### config.mk
export PLATFORM = sky130hd
export DESIGN_NAME = multicycle_controller
export DESIGN_NICKNAME = d
export VERILOG_FILES = /design/src/rtl/multicycle_controller_pkg.sv /design/src/rtl/multicycle_controller_instr_decoder.sv /design/src/rtl/multicycle_controller.sv
export SDC_FILE = /design/constraint.sdc
export NUM_CORES = 1
export LEC_CHECK = 0
export ABC_CLOCK_PERIOD_IN_PS = 5680
export CORE_MARGIN = 4
export CORE_UTILIZATION = 45
export DETAILED_ROUTE_END_ITERATION = 8
export PLACE_DENSITY = 0.82
export SETUP_SLACK_MARGIN = 0.1
export SLEW_MARGIN = 40
export SYNTH_ARGS = -nofsm -noshare
export SYNTH_HDL_FRONTEND = slang
export SYNTH_SLANG_ARGS = --single-unit
export TNS_END_PERCENT = 20
### constraint.sdc
create_clock -name clk -period 5.68 [get_ports clk]
set_input_delay 0.852 -clock clk [delete_from_list [all_inputs] [get_ports clk]]
set_output_delay 0.852 -clock clk [all_outputs]
set_load 0.05 [all_outputs]
### src/rtl/multicycle_controller_pkg.sv
// Shared constants for the multicycle controller: opcodes, funct codes,
// ALU commands, FSM state encodings, RegDst encodings and instruction classes.
// Imported by the instruction decoder and the controller top.
package multicycle_controller_pkg;

    // Primary opcodes (IR[31:26])
    localparam logic [5:0] OP_RTYPE = 6'h00;
    localparam logic [5:0] OP_J     = 6'h02;
    localparam logic [5:0] OP_JAL   = 6'h03;
    localparam logic [5:0] OP_BEQ   = 6'h04;
    localparam logic [5:0] OP_BNE   = 6'h05;
    localparam logic [5:0] OP_ADDI  = 6'h08;
    localparam logic [5:0] OP_XORI  = 6'h0E;
    localparam logic [5:0] OP_LW    = 6'h23;
    localparam logic [5:0] OP_SW    = 6'h2B;

    // R-type funct codes (IR[5:0])
    localparam logic [5:0] FN_JR  = 6'h08;
    localparam logic [5:0] FN_ADD = 6'h20;
    localparam logic [5:0] FN_SUB = 6'h22;
    localparam logic [5:0] FN_SLT = 6'h2A;

    // ALU commands
    localparam logic [2:0] ALU_ADD = 3'd0;
    localparam logic [2:0] ALU_SUB = 3'd1;
    localparam logic [2:0] ALU_XOR = 3'd2;
    localparam logic [2:0] ALU_SLT = 3'd3;

    // Register-file write destination select
    localparam logic [1:0] RDST_RD  = 2'd0;
    localparam logic [1:0] RDST_RT  = 2'd1;
    localparam logic [1:0] RDST_R31 = 2'd2;

    typedef enum logic [2:0] {
        S_FETCH  = 3'd0,
        S_DECODE = 3'd1,
        S_EXEC   = 3'd2,
        S_MEM    = 3'd3,
        S_WB     = 3'd4,
        S_TRAP   = 3'd7
    } state_t;

    // Instruction classes; the FSM sequences on these rather than raw opcodes.
    typedef enum logic [3:0] {
        CL_RTYPE = 4'd0,   // ADD/SUB/SLT
        CL_JR    = 4'd1,
        CL_J     = 4'd2,
        CL_JAL   = 4'd3,
        CL_BEQ   = 4'd4,
        CL_BNE   = 4'd5,
        CL_IMM   = 4'd6,   // ADDI/XORI
        CL_LW    = 4'd7,
        CL_SW    = 4'd8,
        CL_ILL   = 4'd15
    } iclass_t;

endpackage

### src/rtl/multicycle_controller_instr_decoder.sv
// Purely combinational instruction decoder: IR -> class, ALU controls, RegDst, illegal.
// Ports: ir_i (instruction register); cls_o, alu_cntrl_o, alu_src_o, reg_dst_o, illegal_o.
// Outputs are steady for as long as IR is held, so the FSM reuses them across states.
module instr_decoder
    import multicycle_controller_pkg::*;
(
    input  logic [31:0] ir_i,
    output iclass_t     cls_o,
    output logic [2:0]  alu_cntrl_o,
    output logic        alu_src_o,
    output logic [1:0]  reg_dst_o,
    output logic        illegal_o
);

    logic [5:0] opcode;
    logic [5:0] funct;
    logic       unused_ir_bits;

    assign opcode = ir_i[31:26];
    assign funct  = ir_i[5:0];
    // Register and immediate fields are consumed by the top, not here.
    assign unused_ir_bits = ^ir_i[25:6];

    always_comb begin
        cls_o       = CL_ILL;
        alu_cntrl_o = ALU_ADD;
        alu_src_o   = 1'b0;
        reg_dst_o   = RDST_RD;
        illegal_o   = 1'b0;
        case (opcode)
            OP_RTYPE: begin
                case (funct)
                    FN_ADD: begin cls_o = CL_RTYPE; alu_cntrl_o = ALU_ADD; end
                    FN_SUB: begin cls_o = CL_RTYPE; alu_cntrl_o = ALU_SUB; end
                    FN_SLT: begin cls_o = CL_RTYPE; alu_cntrl_o = ALU_SLT; end
                    FN_JR:  cls_o = CL_JR;
                    default: illegal_o = 1'b1;
                endcase
            end
            OP_J:    cls_o = CL_J;
            OP_JAL: begin cls_o = CL_JAL; reg_dst_o = RDST_R31; end
            OP_BEQ: begin cls_o = CL_BEQ; alu_cntrl_o = ALU_SUB; end
            OP_BNE: begin cls_o = CL_BNE; alu_cntrl_o = ALU_SUB; end
            OP_ADDI: begin
                cls_o = CL_IMM; alu_cntrl_o = ALU_ADD; alu_src_o = 1'b1; reg_dst_o = RDST_RT;
            end
            OP_XORI: begin
                cls_o = CL_IMM; alu_cntrl_o = ALU_XOR; alu_src_o = 1'b1; reg_dst_o = RDST_RT;
            end
            OP_LW: begin
                cls_o = CL_LW; alu_cntrl_o = ALU_ADD; alu_src_o = 1'b1; reg_dst_o = RDST_RT;
            end
            OP_SW: begin
                cls_o = CL_SW; alu_cntrl_o = ALU_ADD; alu_src_o = 1'b1;
            end
            default: illegal_o = 1'b1;
        endcase
    end

endmodule

### src/rtl/multicycle_controller.sv
// Multicycle CPU controller: fetches into IR, sequences FETCH/DECODE/EXEC/MEM/WB,
// drives datapath strobes and owns the PC (branches via alu_zero, JR via da).
// Ports: clk/reset; instr, alu_zero, da in; pc, register fields, strobes, link_addr, state_o, illegal out.
module multicycle_controller
    import multicycle_controller_pkg::*;
#(
    parameter logic [31:0] RESET_PC = 32'h0000_0000,
    parameter int unsigned PC_STEP  = 4
) (
    input  logic        clk,
    input  logic        reset,
    input  logic [31:0] instr,
    input  logic        alu_zero,
    input  logic [31:0] da,
    output logic [31:0] pc,
    output logic [4:0]  rs,
    output logic [4:0]  rt,
    output logic [4:0]  rd,
    output logic [4:0]  r31,
    output logic [15:0] imm16,
    output logic        reg_wr,
    output logic [1:0]  reg_dst,
    output logic [2:0]  alu_cntrl,
    output logic        mem_wr,
    output logic        mem_to_reg,
    output logic        alu_src,
    output logic        wb_link,
    output logic [31:0] link_addr,
    output logic [2:0]  state_o,
    output logic        illegal
);

    state_t      state_q, state_d;
    logic [31:0] pc_q, pc_d;
    logic [31:0] pc_cur_q, pc_cur_d;   // address of the instruction held in IR
    logic [31:0] ir_q, ir_d;
    logic        illegal_q, illegal_d;

    iclass_t     dec_cls;
    logic [2:0]  dec_alu_cntrl;
    logic        dec_alu_src;
    logic [1:0]  dec_reg_dst;
    logic        dec_illegal;

    logic        reg_wr_c, mem_wr_c, wb_link_c;
    logic [31:0] jump_target;
    logic [31:0] branch_target;

    instr_decoder u_dec (
        .ir_i        (ir_q),
        .cls_o       (dec_cls),
        .alu_cntrl_o (dec_alu_cntrl),
        .alu_src_o   (dec_alu_src),
        .reg_dst_o   (dec_reg_dst),
        .illegal_o   (dec_illegal)
    );

    assign jump_target   = {pc_cur_q[31:28], ir_q[25:0], 2'b00};
    assign branch_target = pc_cur_q + 32'd4 + {{14{ir_q[15]}}, ir_q[15:0], 2'b00};

    always_ff @(posedge clk or posedge reset) begin
        if (reset) begin
            state_q   <= S_FETCH;
            pc_q      <= RESET_PC;
            pc_cur_q  <= RESET_PC;
            ir_q      <= 32'h0;
            illegal_q <= 1'b0;
        end else begin
            state_q   <= state_d;
            pc_q      <= pc_d;
            pc_cur_q  <= pc_cur_d;
            ir_q      <= ir_d;
            illegal_q <= illegal_d;
        end
    end

    always_comb begin
        state_d    = state_q;
        pc_d       = pc_q;
        pc_cur_d   = pc_cur_q;
        ir_d       = ir_q;
        illegal_d  = illegal_q;
        reg_wr_c   = 1'b0;
        mem_wr_c   = 1'b0;
        wb_link_c  = 1'b0;
        reg_dst    = RDST_RD;
        alu_cntrl  = ALU_ADD;
        alu_src    = 1'b0;
        mem_to_reg = 1'b0;
        case (state_q)
            S_FETCH: begin
                ir_d     = instr;
                pc_cur_d = pc_q;
                pc_d     = pc_q + 32'(PC_STEP);
                state_d  = S_DECODE;
            end
            S_DECODE: begin
                if (dec_illegal) begin
                    illegal_d = 1'b1;
                    state_d   = S_TRAP;
                end else if (dec_cls == CL_J) begin
                    pc_d    = jump_target;
                    state_d = S_FETCH;
                end else if (dec_cls == CL_JAL) begin
                    // Link write happens here, while pc_cur still names the JAL.
                    pc_d      = jump_target;
                    reg_wr_c  = 1'b1;
                    reg_dst   = RDST_R31;
                    wb_link_c = 1'b1;
                    state_d   = S_FETCH;
                end else begin
                    state_d = S_EXEC;
                end
            end
            S_EXEC: begin
                alu_cntrl = dec_alu_cntrl;
                alu_src   = dec_alu_src;
                case (dec_cls)
                    CL_RTYPE, CL_IMM: state_d = S_WB;
                    CL_LW, CL_SW:     state_d = S_MEM;
                    CL_BEQ: begin
                        if (alu_zero) pc_d = branch_target;
                        state_d = S_FETCH;
                    end
                    CL_BNE: begin
                        if (!alu_zero) pc_d = branch_target;
                        state_d = S_FETCH;
                    end
                    CL_JR: begin
                        pc_d    = da;
                        state_d = S_FETCH;
                    end
                    default: state_d = S_FETCH;
                endcase
            end
            S_MEM: begin
                alu_cntrl = dec_alu_cntrl;
                alu_src   = dec_alu_src;
                if (dec_cls == CL_SW) begin
                    mem_wr_c = 1'b1;
                    state_d  = S_FETCH;
                end else begin
                    state_d = S_WB;
                end
            end
            S_WB: begin
                alu_cntrl  = dec_alu_cntrl;
                alu_src    = dec_alu_src;
                reg_wr_c   = 1'b1;
                reg_dst    = dec_reg_dst;
                mem_to_reg = (dec_cls == CL_LW);
                state_d    = S_FETCH;
            end
            S_TRAP: begin
                // Parked until reset; pc is not touched.
                illegal_d = 1'b1;
            end
            default: state_d = S_FETCH;
        endcase
    end

    // Write strobes are masked by reset so an aborted instruction cannot
    // write even while the flops are still settling into their reset state.
    assign reg_wr  = reg_wr_c  & ~reset;
    assign mem_wr  = mem_wr_c  & ~reset;
    assign wb_link = wb_link_c & ~reset;

    assign pc        = pc_q;
    assign rs        = ir_q[25:21];
    assign rt        = ir_q[20:16];
    assign rd        = ir_q[15:11];
    assign r31       = 5'd31;
    assign imm16     = ir_q[15:0];
    assign link_addr = pc_cur_q + 32'd8;
    assign state_o   = state_q;
    assign illegal   = illegal_q;

endmodule

==> out/results.tsv <==
metric	value	unit
cts_setup_buffers	0	
cts_resized	0	
synthAdderAreaFrac	9.624	%
ys_ff_latch	100	
slew_headroom	46.86	%
grt_max_degree	76	
synth.area.mux_share	9.115	%
avgSynthCellArea	8.813	µm²
vias_per_cell	5.977	
synthXorXnorAreaFrac	7.337	%
layout_common_cells	174 x clkdlybuf4s50_1, 100 x dfrtp_1, 91 x nand2_1, 65 x o21ai_0, 62 x mux2_2	
outcome	completed	
synthFlopType	dfrtp_1	
cts-buffers-inserted	9	
setup_tns	0	ps
worstMarginPinSlew	795.2	ps
rsz0062_at_grt	no	
numClockSinks	100	
gr-total-overflow	0	
yosysWarnings	0	
die_h	140.3	µm
start_util	45.71	%
ys_async_sr_fraction	100.0	%
synth_top_family_by_area	compound AO/OA/AOI/OAI gates	
grt_use_met2	37.85	%
synth-simple-area-share	16.60	%
clkLatencyLatePin	370	ps
postCtsHoldBufs	0	
routed_wl	23360	µm
final_common_cell	clkdlybuf4s50_1	
h-tree-depth	3	
fmax	0.2406	GHz
grt_use_total	23.07	%
use_met3	5.838	%
nets	1136	
synth_edf_count	0	
fin_crit	4155	ps
grt_pass1_wl	36720	µm
clkTransAtPathRegs	70	ps
min_period_over_period	73.16	%
synthesis.instances	894	
ios	181	
dp_hpwl	17200	µm
cp-end-kind	output port	
netlist_area	7879	µm²
hold_viol	0	
cp_data_arrival_time	3300	ps
yosysUniqueCellTypes	65	
port-buffer-count	174	
globalplace.congestion	0.9564	
drc_errors	0	
antenna_found_initial	0	
final-setup-viol-count	0	
core-area	17240	µm²
clockBufferDepth	2	
cap_violations	0	
clockRootBuffer	clkbuf_16	
vias	7406	
yosysSeqAreaShare	31.76	%
diodes	0	
rows	48	
gr-usage-met1	29.41	%
post_drt_wl_per_cell	18.85	µm
die_area	19690	µm²
drt_first_iter_violations	679	
drive_gt1_share	9.961	%
synth_compound_area_share	18.44	%
ant_nets	0	
hp-class	flip-flop to flip-flop	
grt_pass1_vias	7037	
cts_tree	yes	
areaGrowthSynthToFinish	24.31	%
critical_path_class	flip-flop to output port	
clock-skew-final	10.15	ps
dr.pass1.iters	6	
cp.required	4830	ps
slew_viol_final	0	
die_w	140.3	µm
worstPathMaxFanout	6	
gr-max-usage-layer	met2	
cp-start-kind	flip-flop	
cells in the mapped netlist (all sizes together) (3+ instances only):
cell type  instances  area share, %
nor3              23            1.6
nand4             20            1.6
a222oi             9            1.1
o21a               7           0.68
a31oi              8           0.64
ha                59            9.4
o21ai             83            5.4
nor2b              4           0.32
o31ai              4           0.38
a211oi             9           0.86
buf               48            4.5
nor2              56            2.8
inv               19           0.91
nand2             91            4.3
xor2              24            2.7
nor4               6           0.48
nor3b              3           0.29
and3              14            1.1
nand2b             7           0.56
a21oi             56            3.6
xnor2             42            4.7
mux2              62            8.9
a22o               3           0.33
dfrtp            100             32
clkbuf            33            1.6
nand3             30            1.9
o211ai             3           0.29
a221oi             9            1.0
and2               9           0.71
a21o               9           0.86
a22oi              8           0.76
cell type report:
| cell class | count | area [µm²] |
|---|---|---|
| multi-input combinational | 698 | 4847 |
| timing repair buffer | 181 | 1794 |
| tap | 225 | 281.5 |
| sequential | 100 | 2502 |
| inverter | 19 | 76.32 |
| fill | 1534 | 7442 |
| clock inverter | 7 | 67.56 |
| clock buffer | 9 | 225.2 |
critical path, stage by stage, from the launching register on:
cell             delay, ps
dfrtp_1                440
and3_1                 200
and2_1                 220
nand2_1                110
nor2_1                 350
inv_1                  120
nor2_1                 350
nand4_1                170
xnor2_1                150
clkdlybuf4s50_1        810
registers in the layout, indices dropped and copies added (netlist names):
name / flops
pc_cur_q: 32
ir_q: 32
illegal: 1
state_o: 3
pc: 32
layer usage:
layer,vias to the layer above,wire length [µm]
met5,-,0
met4,0,606
met3,56,2037
met2,363,11050
met1,3542,9665
li1,3445,-
metrics by stage:
stage	util, %	instances	setup slack, ps	instance area [µm²]	hold slack [ps]
finish	56.82	1239	1525	9794	461.3
global route	56.82	1239	1364	9794	495.2
CTS	56.79	1239	1565	9789	465.6
detailed placement	55.10	1223	1980	9497	447.2
global placement	55.08	1223	2041	9494	442.5
floorplan	-	898	2196	7894	503.5
worst paths after layout:
path | cells after the start | endpoint | slack (ps) | startpoint
setup reg to reg | 11 | pc[26] | 2220 | ir_q[15]
setup / recovery | 9 | link_addr[31] | 1520 | pc_cur_q[5]
min in group asynchronous | 2 | ir_q[21] | 1080 | reset
max in group asynchronous | 3 | pc[10] | 3750 | reset
hold reg to reg | 1 | illegal | 460 | illegal
hold / removal | 1 | illegal | 460 | illegal
cell families after synthesis:
| logic type | after synthesis |
|---|---|
| other | 2 |
| buffers and inverters | 100 |
| AO/OA/AOI/OAI | 230 |
| flip-flops | 100 |
| XOR/XNOR | 66 |
| AND/OR/NAND/NOR | 272 |
| multiplexers | 64 |
| adder cells (fa/ha/maj) | 60 |
Power is left out: the tool's default activity adds up to more than one toggle a clock period on the data nets, which glitch-free logic cannot reach.
